File: src/rtl/inst_loader.sv
// Boot-time instruction-memory loader: parses a framed byte stream, writes 16-bit
// words at consecutive addresses and releases cpu_hold once the checksum is good.
//
// state    | meaning
// ---------+---------------------------------------------------------
// S_IDLE   | waiting for HEADER, other bytes dropped
// S_CNT_HI | expecting word-count high byte
// S_CNT_LO | expecting word-count low byte, range check
// S_W_HI   | expecting instruction high byte
// S_W_LO   | expecting instruction low byte, write issued next cycle
// S_CHK    | expecting checksum byte
// S_DONE   | one-cycle completion, input stalled
// S_ERR    | last frame failed, waiting for HEADER
module inst_loader #(
  parameter logic [7:0] HEADER    = 8'hA5,
  parameter int         MAX_WORDS = 512
) (
  input  logic        clk,
  input  logic        rst_n,
  input  logic        in_valid,
  input  logic [7:0]  in_data,
  output logic        in_ready,
  output logic        wr_en,
  output logic [8:0]  wr_addr,
  output logic [15:0] wr_data,
  output logic        cpu_hold,
  output logic        done,
  output logic        err
);

  typedef enum logic [2:0] {
    S_IDLE,
    S_CNT_HI,
    S_CNT_LO,
    S_W_HI,
    S_W_LO,
    S_CHK,
    S_DONE,
    S_ERR
  } state_t;

  localparam logic [15:0] MAX_CNT = 16'(MAX_WORDS);

  state_t      state, state_nxt;
  logic [7:0]  cnt_hi, cnt_hi_nxt;
  logic [7:0]  hi_byte, hi_byte_nxt;
  logic [8:0]  last_idx, last_idx_nxt;
  logic [8:0]  idx, idx_nxt;
  logic [7:0]  xor_acc, xor_acc_nxt;
  logic        wr_en_nxt;
  logic [8:0]  wr_addr_nxt;
  logic [15:0] wr_data_nxt;
  logic        cpu_hold_nxt;
  logic        done_nxt;
  logic        err_nxt;

  logic        take;
  logic [15:0] count_full;

  assign in_ready   = (state != S_DONE);
  assign take       = in_valid && in_ready;
  assign count_full = {cnt_hi, in_data};

  always_ff @(posedge clk) begin
    if (!rst_n) begin
      state    <= S_IDLE;
      cnt_hi   <= 8'h00;
      hi_byte  <= 8'h00;
      last_idx <= 9'h000;
      idx      <= 9'h000;
      xor_acc  <= 8'h00;
      wr_en    <= 1'b0;
      wr_addr  <= 9'h000;
      wr_data  <= 16'h0000;
      cpu_hold <= 1'b1;
      done     <= 1'b0;
      err      <= 1'b0;
    end else begin
      state    <= state_nxt;
      cnt_hi   <= cnt_hi_nxt;
      hi_byte  <= hi_byte_nxt;
      last_idx <= last_idx_nxt;
      idx      <= idx_nxt;
      xor_acc  <= xor_acc_nxt;
      wr_en    <= wr_en_nxt;
      wr_addr  <= wr_addr_nxt;
      wr_data  <= wr_data_nxt;
      cpu_hold <= cpu_hold_nxt;
      done     <= done_nxt;
      err      <= err_nxt;
    end
  end

  always_comb begin
    state_nxt    = state;
    cnt_hi_nxt   = cnt_hi;
    hi_byte_nxt  = hi_byte;
    last_idx_nxt = last_idx;
    idx_nxt      = idx;
    xor_acc_nxt  = xor_acc;
    wr_en_nxt    = 1'b0;
    wr_addr_nxt  = wr_addr;
    wr_data_nxt  = wr_data;
    cpu_hold_nxt = cpu_hold;
    done_nxt     = 1'b0;
    err_nxt      = err;

    case (state)
      S_IDLE: begin
        if (take && in_data == HEADER) begin
          state_nxt    = S_CNT_HI;
          cpu_hold_nxt = 1'b1;
          err_nxt      = 1'b0;
          xor_acc_nxt  = 8'h00;
          idx_nxt      = 9'h000;
        end
      end
      S_CNT_HI: begin
        if (take) begin
          cnt_hi_nxt  = in_data;
          xor_acc_nxt = xor_acc ^ in_data;
          state_nxt   = S_CNT_LO;
        end
      end
      S_CNT_LO: begin
        if (take) begin
          xor_acc_nxt = xor_acc ^ in_data;
          if (count_full == 16'h0000) begin
            state_nxt = S_CHK;
          end else if (count_full > MAX_CNT) begin
            state_nxt = S_ERR;
            err_nxt   = 1'b1;
          end else begin
            // count is 1..512 here, so count-1 always fits the 9-bit index
            last_idx_nxt = {cnt_hi[0], in_data} - 9'd1;
            state_nxt    = S_W_HI;
          end
        end
      end
      S_W_HI: begin
        if (take) begin
          hi_byte_nxt = in_data;
          xor_acc_nxt = xor_acc ^ in_data;
          state_nxt   = S_W_LO;
        end
      end
      S_W_LO: begin
        if (take) begin
          xor_acc_nxt = xor_acc ^ in_data;
          wr_en_nxt   = 1'b1;
          wr_addr_nxt = idx;
          wr_data_nxt = {hi_byte, in_data};
          idx_nxt     = idx + 9'd1;
          state_nxt   = (idx == last_idx) ? S_CHK : S_W_HI;
        end
      end
      S_CHK: begin
        if (take) begin
          if (in_data == xor_acc) begin
            state_nxt    = S_DONE;
            done_nxt     = 1'b1;
            cpu_hold_nxt = 1'b0;
            err_nxt      = 1'b0;
          end else begin
            state_nxt = S_ERR;
            err_nxt   = 1'b1;
          end
        end
      end
      S_DONE: begin
        state_nxt = S_IDLE;
      end
      S_ERR: begin
        if (take && in_data == HEADER) begin
          state_nxt   = S_CNT_HI;
          err_nxt     = 1'b0;
          xor_acc_nxt = 8'h00;
          idx_nxt     = 9'h000;
        end
      end
      default: begin
        state_nxt = S_IDLE;
      end
    endcase
  end

endmodule

File: config.mk
export PLATFORM = sky130hd
export DESIGN_NAME = inst_loader
export DESIGN_NICKNAME = d
export VERILOG_FILES = /design/src/rtl/inst_loader.sv
export SDC_FILE = /design/constraint.sdc
export NUM_CORES = 1
export LEC_CHECK = 0
export ABC_AREA = 0
export BUFFER_PORTS_ARGS = -buffer_cell sky130_fd_sc_hd__buf_2
export CORE_MARGIN = 1
export CORE_UTILIZATION = 50
export CTS_CLUSTER_DIAMETER = 50
export DETAILED_ROUTE_END_ITERATION = 8
export PLACE_DENSITY = 0.74
export SLEW_MARGIN = 10
export SYNTH_ARGS = -nofsm -noshare
export SYNTH_HDL_FRONTEND = slang
export SYNTH_SLANG_ARGS = --single-unit
File: constraint.sdc
create_clock -name clk -period 2 [get_ports clk]
set_input_delay 0.2 -clock clk [delete_from_list [all_inputs] [get_ports clk]]
set_output_delay 0.2 -clock clk [all_outputs]
set_load 0.01 [all_outputs]
==> results.json <==
{
  "r2r_end": "idx[7]",
  "nNetsFinal": 490,
  "worst_ir_drop_vdd_v": 0.0006359,
  "via_count": 3215,
  "synth-seq-cells": 74,
  "clk_pin_slew_worst_paths_ns": 0.08,
  "critPathTopFamily": "compound AO/OA/AOI/OAI gates",
  "netlist_area_um2": 3556,
  "final_hold_viol_count": 0,
  "synth-warning-count": 0,
  "synth_top_family_by_area": "simple AND/OR/NAND/NOR gates",
  "number_of_levels_in_the_clock_h_tree": 3,
  "synth_simple_gate_area_share": 0.2452,
  "cts_buffers": 9,
  "crit_cells": 5,
  "synthesized_area_fraction_occupied_by_adder_cells": 0.01056,
  "first_pass_grt_wire_length_um": 14380,
  "setup.worst_path.end": "idx[7]",
  "top_ff_cell_synth": "sky130_fd_sc_hd__dfxtp_1",
  "synth_compound_area_frac": 0.2027,
  "synth_area_per_cell_um2": 8.119,
  "floorplan.initialDensity": 0.5205,
  "synth_area_leader_cell": "sky130_fd_sc_hd__dfxtp_1",
  "setup_tns_ns": 0,
  "antennaDiodeCount": 0,
  "synth.lib_cells_used.distinct": 54,
  "clkLatencyLatePin_ns": 0.35,
  "drt-pass1-iter-count": 5,
  "worst-path-max-fanout": 15,
  "routed_via_density": 5.572,
  "fin_worst_hold_slack_ns": 0.1695,
  "cts_setup_buffers": 0,
  "globalRoute.totalOverflow": 0,
  "post-route-period-util": 0.9347,
  "die_area_um2": 7453,
  "synth_seq_area_share": 0.4166,
  "post_synth_most_frequent_cells": "sky130_fd_sc_hd__nand2_1, sky130_fd_sc_hd__dfxtp_1, sky130_fd_sc_hd__a21oi_1",
  "crit_path_cell_trace": "or3_4 > a211o_4 > a211oi_2 > xnor2_1 > nor2_1",
  "worst_r2r_path_depth": 5,
  "floorplan.die.height_um": 86.33,
  "root_buffer_selected_by_cts": "sky130_fd_sc_hd__clkbuf_8",
  "route.antenna.remaining_nets": 0,
  "dp.final_hpwl_um": 6025,
  "number_of_antenna_violations_at_the_first_check_in_global_routing": 0,
  "cp-end-kind": "register",
  "placementRows": 30,
  "leakage_nw": 1.504,
  "largest_net_degree_at_the_start_of_global_routing": 64,
  "dr.first_iter.drc_count": 167,
  "synth_xor_area_frac": 0.06897,
  "count_of_max_cap_constraint_violations": 0,
  "syn_nets": 452,
  "via_count_of_the_first_global_routing_pass": 3001,
  "tightestPinTransition_ns": 0.3910,
  "maximum_frequency_from_static_timing_analysis_mhz": 535.0,
  "clockBufferDepth": 2,
  "critPathBufInv": 0,
  "synth_area_leaders": "sky130_fd_sc_hd__dfxtp_1, sky130_fd_sc_hd__nand2_1, sky130_fd_sc_hd__a21oi_1",
  "min_period_ns": 1.869,
  "timing.slew.headroom": 0.7326,
  "grt_setup_unrepaired": "false",
  "routabilityCongestion": 0.9425,
  "yosysMostFrequentCell": "sky130_fd_sc_hd__nand2_1",
  "run_status": "finished, final reports clean",
  "crit_arrival_ns": 2.11,
  "r2r_start": "state[0]",
  "worst_ep_required_time_ns": 2.24,
  "core-area_um2": 6832,
  "timing_startpoint_of_the_critical_path": "state[0]",
  "postSynth.asyncResetShare": 0,
  "worstSetupStartpointType": "register",
  "r2r_setup_slack_ns": 0.13,
  "synth.mux.area_fraction": 0.002815,
  "finalSetupViolCount": 0,
  "hold_class": "input port to register",
  "synth_largest_type_area_fraction": 0.4166,
  "slowest_stage": "sky130_fd_sc_hd__a211o_4",
  "areaGrowthSynthToFinish_pct": 15.66,
  "drv_slew": 0,
  "track_usage": 0.2493,
  "power_density_nw_per_um2": 714.0,
  "pin_count": 41,
  "clock_tree_from_tritoncts": "yes",
  "post_route_cells_drive_above_1_share": 0.1996,
  "wl_per_cell_um": 15.13,
  "cts_num_sinks": 74,
  "cpPeakStageDelay_ns": 0.44,
  "io_buffer_count": 40,
  "number_of_enable_flip_flop_cells_after_synthesis": 0,
  "synth_cells": 438,
  "criticalPathCategory": "register to register",
  "die_w_um": 86.33,
  "finalClockSkew_ns": 0.009148,
  "postRouteWirelength_um": 8729,
  "route.detailed.drc": 0
}
stage by stage:
stage | setup slack, ns | util | cells | total power [mW] | cell area (um2)
floorplan | 0.1729 | - | 438 | 1.629 | 3556
finish | 0.1307 | 0.6020 | 577 | 2.937 | 4113
global placement | 0.1846 | 0.5692 | 561 | 1.687 | 3889
detailed placement | 0.09095 | 0.5692 | 561 | 1.689 | 3889
global route | 0.02711 | 0.6020 | 577 | 3.040 | 4113
CTS | 0.1268 | 0.6011 | 577 | 2.963 | 4106
sequential cells by signal, indices dropped and copies added (netlist names):
name and count:
err 1, state 3, xor_acc 8, idx 9, hi_byte 8, last_idx 9, done 1, wr_data 16
wr_addr 9, wr_en 1, cnt_hi 8, cpu_hold 1
cell usage in the layout, fill, tap and decap left out, types with 2 or more instances in the layout:
cell type	n
sky130_fd_sc_hd__a211oi_1	6
sky130_fd_sc_hd__a211oi_2	7
sky130_fd_sc_hd__a21oi_1	45
sky130_fd_sc_hd__a21oi_2	3
sky130_fd_sc_hd__a311oi_1	2
sky130_fd_sc_hd__and2_1	4
sky130_fd_sc_hd__and3_1	2
sky130_fd_sc_hd__buf_12	2
sky130_fd_sc_hd__buf_2	40
sky130_fd_sc_hd__buf_4	18
sky130_fd_sc_hd__bufinv_16	2
sky130_fd_sc_hd__clkbuf_8	9
sky130_fd_sc_hd__dfxtp_1	74
sky130_fd_sc_hd__ha_1	3
sky130_fd_sc_hd__inv_1	6
sky130_fd_sc_hd__nand2_1	110
sky130_fd_sc_hd__nand3_1	9
sky130_fd_sc_hd__nand4_1	5
sky130_fd_sc_hd__nor2_1	30
sky130_fd_sc_hd__nor2b_1	2
sky130_fd_sc_hd__nor3_1	4
sky130_fd_sc_hd__nor3b_1	4
sky130_fd_sc_hd__nor4_1	4
sky130_fd_sc_hd__nor4_2	2
sky130_fd_sc_hd__o2111ai_1	8
sky130_fd_sc_hd__o21ai_0	6
sky130_fd_sc_hd__o21bai_1	2
sky130_fd_sc_hd__o221ai_1	2
sky130_fd_sc_hd__o31ai_1	12
sky130_fd_sc_hd__or3_1	2
sky130_fd_sc_hd__xnor2_1	18
sky130_fd_sc_hd__xor2_1	10
cells by family (layout without fill, tap and decap cells):
group,count (synthesis),count (layout)
buffers and inverters,40,83
AOI/OAI and AO/OA,104,104
adders and majority gates,3,3
xor gates and xnor gates,28,28
and+or+nand+nor,188,188
DFF,74,74
muxes,1,1
report_power, final:
group / internal [mW] / switching, mW / leakage (nW)
clock: 0.707 / 0.572 / 0.107
sequential: 1.48 / 0.00555 / 0.596
combinational: 0.0569 / 0.118 / 0.801
total: 2.24 / 0.695 / 1.50
how the worst min path moves through the flow:
stage                     depth (start not counted)     endpoint         from
after global routing                              2     cpu_hold        rst_n
after CTS                                         3    cnt_hi[2]   in_data[2]
after floorplan                                   2     state[2]        rst_n
final                                             3    cnt_hi[2]   in_data[2]
after global placement                            2   wr_addr[5]   wr_addr[5]
after detailed placement                          2  wr_data[15]  wr_data[15]
worst reg2reg max path, cell delays in order (launching register included):
cell and delay, ns:
sky130_fd_sc_hd__dfxtp_1 0.39, sky130_fd_sc_hd__or3_4 0.43, sky130_fd_sc_hd__a211o_4 0.44, sky130_fd_sc_hd__a211oi_2 0.28
sky130_fd_sc_hd__xnor2_1 0.17, sky130_fd_sc_hd__nor2_1 0.06
final cells by class:
cell class              instances  area (um2)
multi-input cells             324        1892
flip-flops and latches         74        1481
repair buffers                 60       375.4
well taps                      96       120.1
inverters                       7       26.28
fillers                       651        2719
clock buffers                  10       127.6
clock inverters                 6       90.09
timing repair:
item	4_1_cts	5_1_grt
endpoints found under the setup margin	0	2
hold buffers	0	0
resized for setup	0	1
metal layers:
layer / share of wire / global-route usage / routed length [um] / vias to the layer above
met5: 0 / 0 / 0 / -
met4: 0.023 / 0.1409 / 203 / 0
met3: 0.049 / 0.03524 / 424 / 17
met2: 0.48 / 0.4113 / 4179 / 118
met1: 0.45 / 0.3134 / 3921 / 1488
li1: - / - / - / 1592
Power figures use the tool's default switching activity.
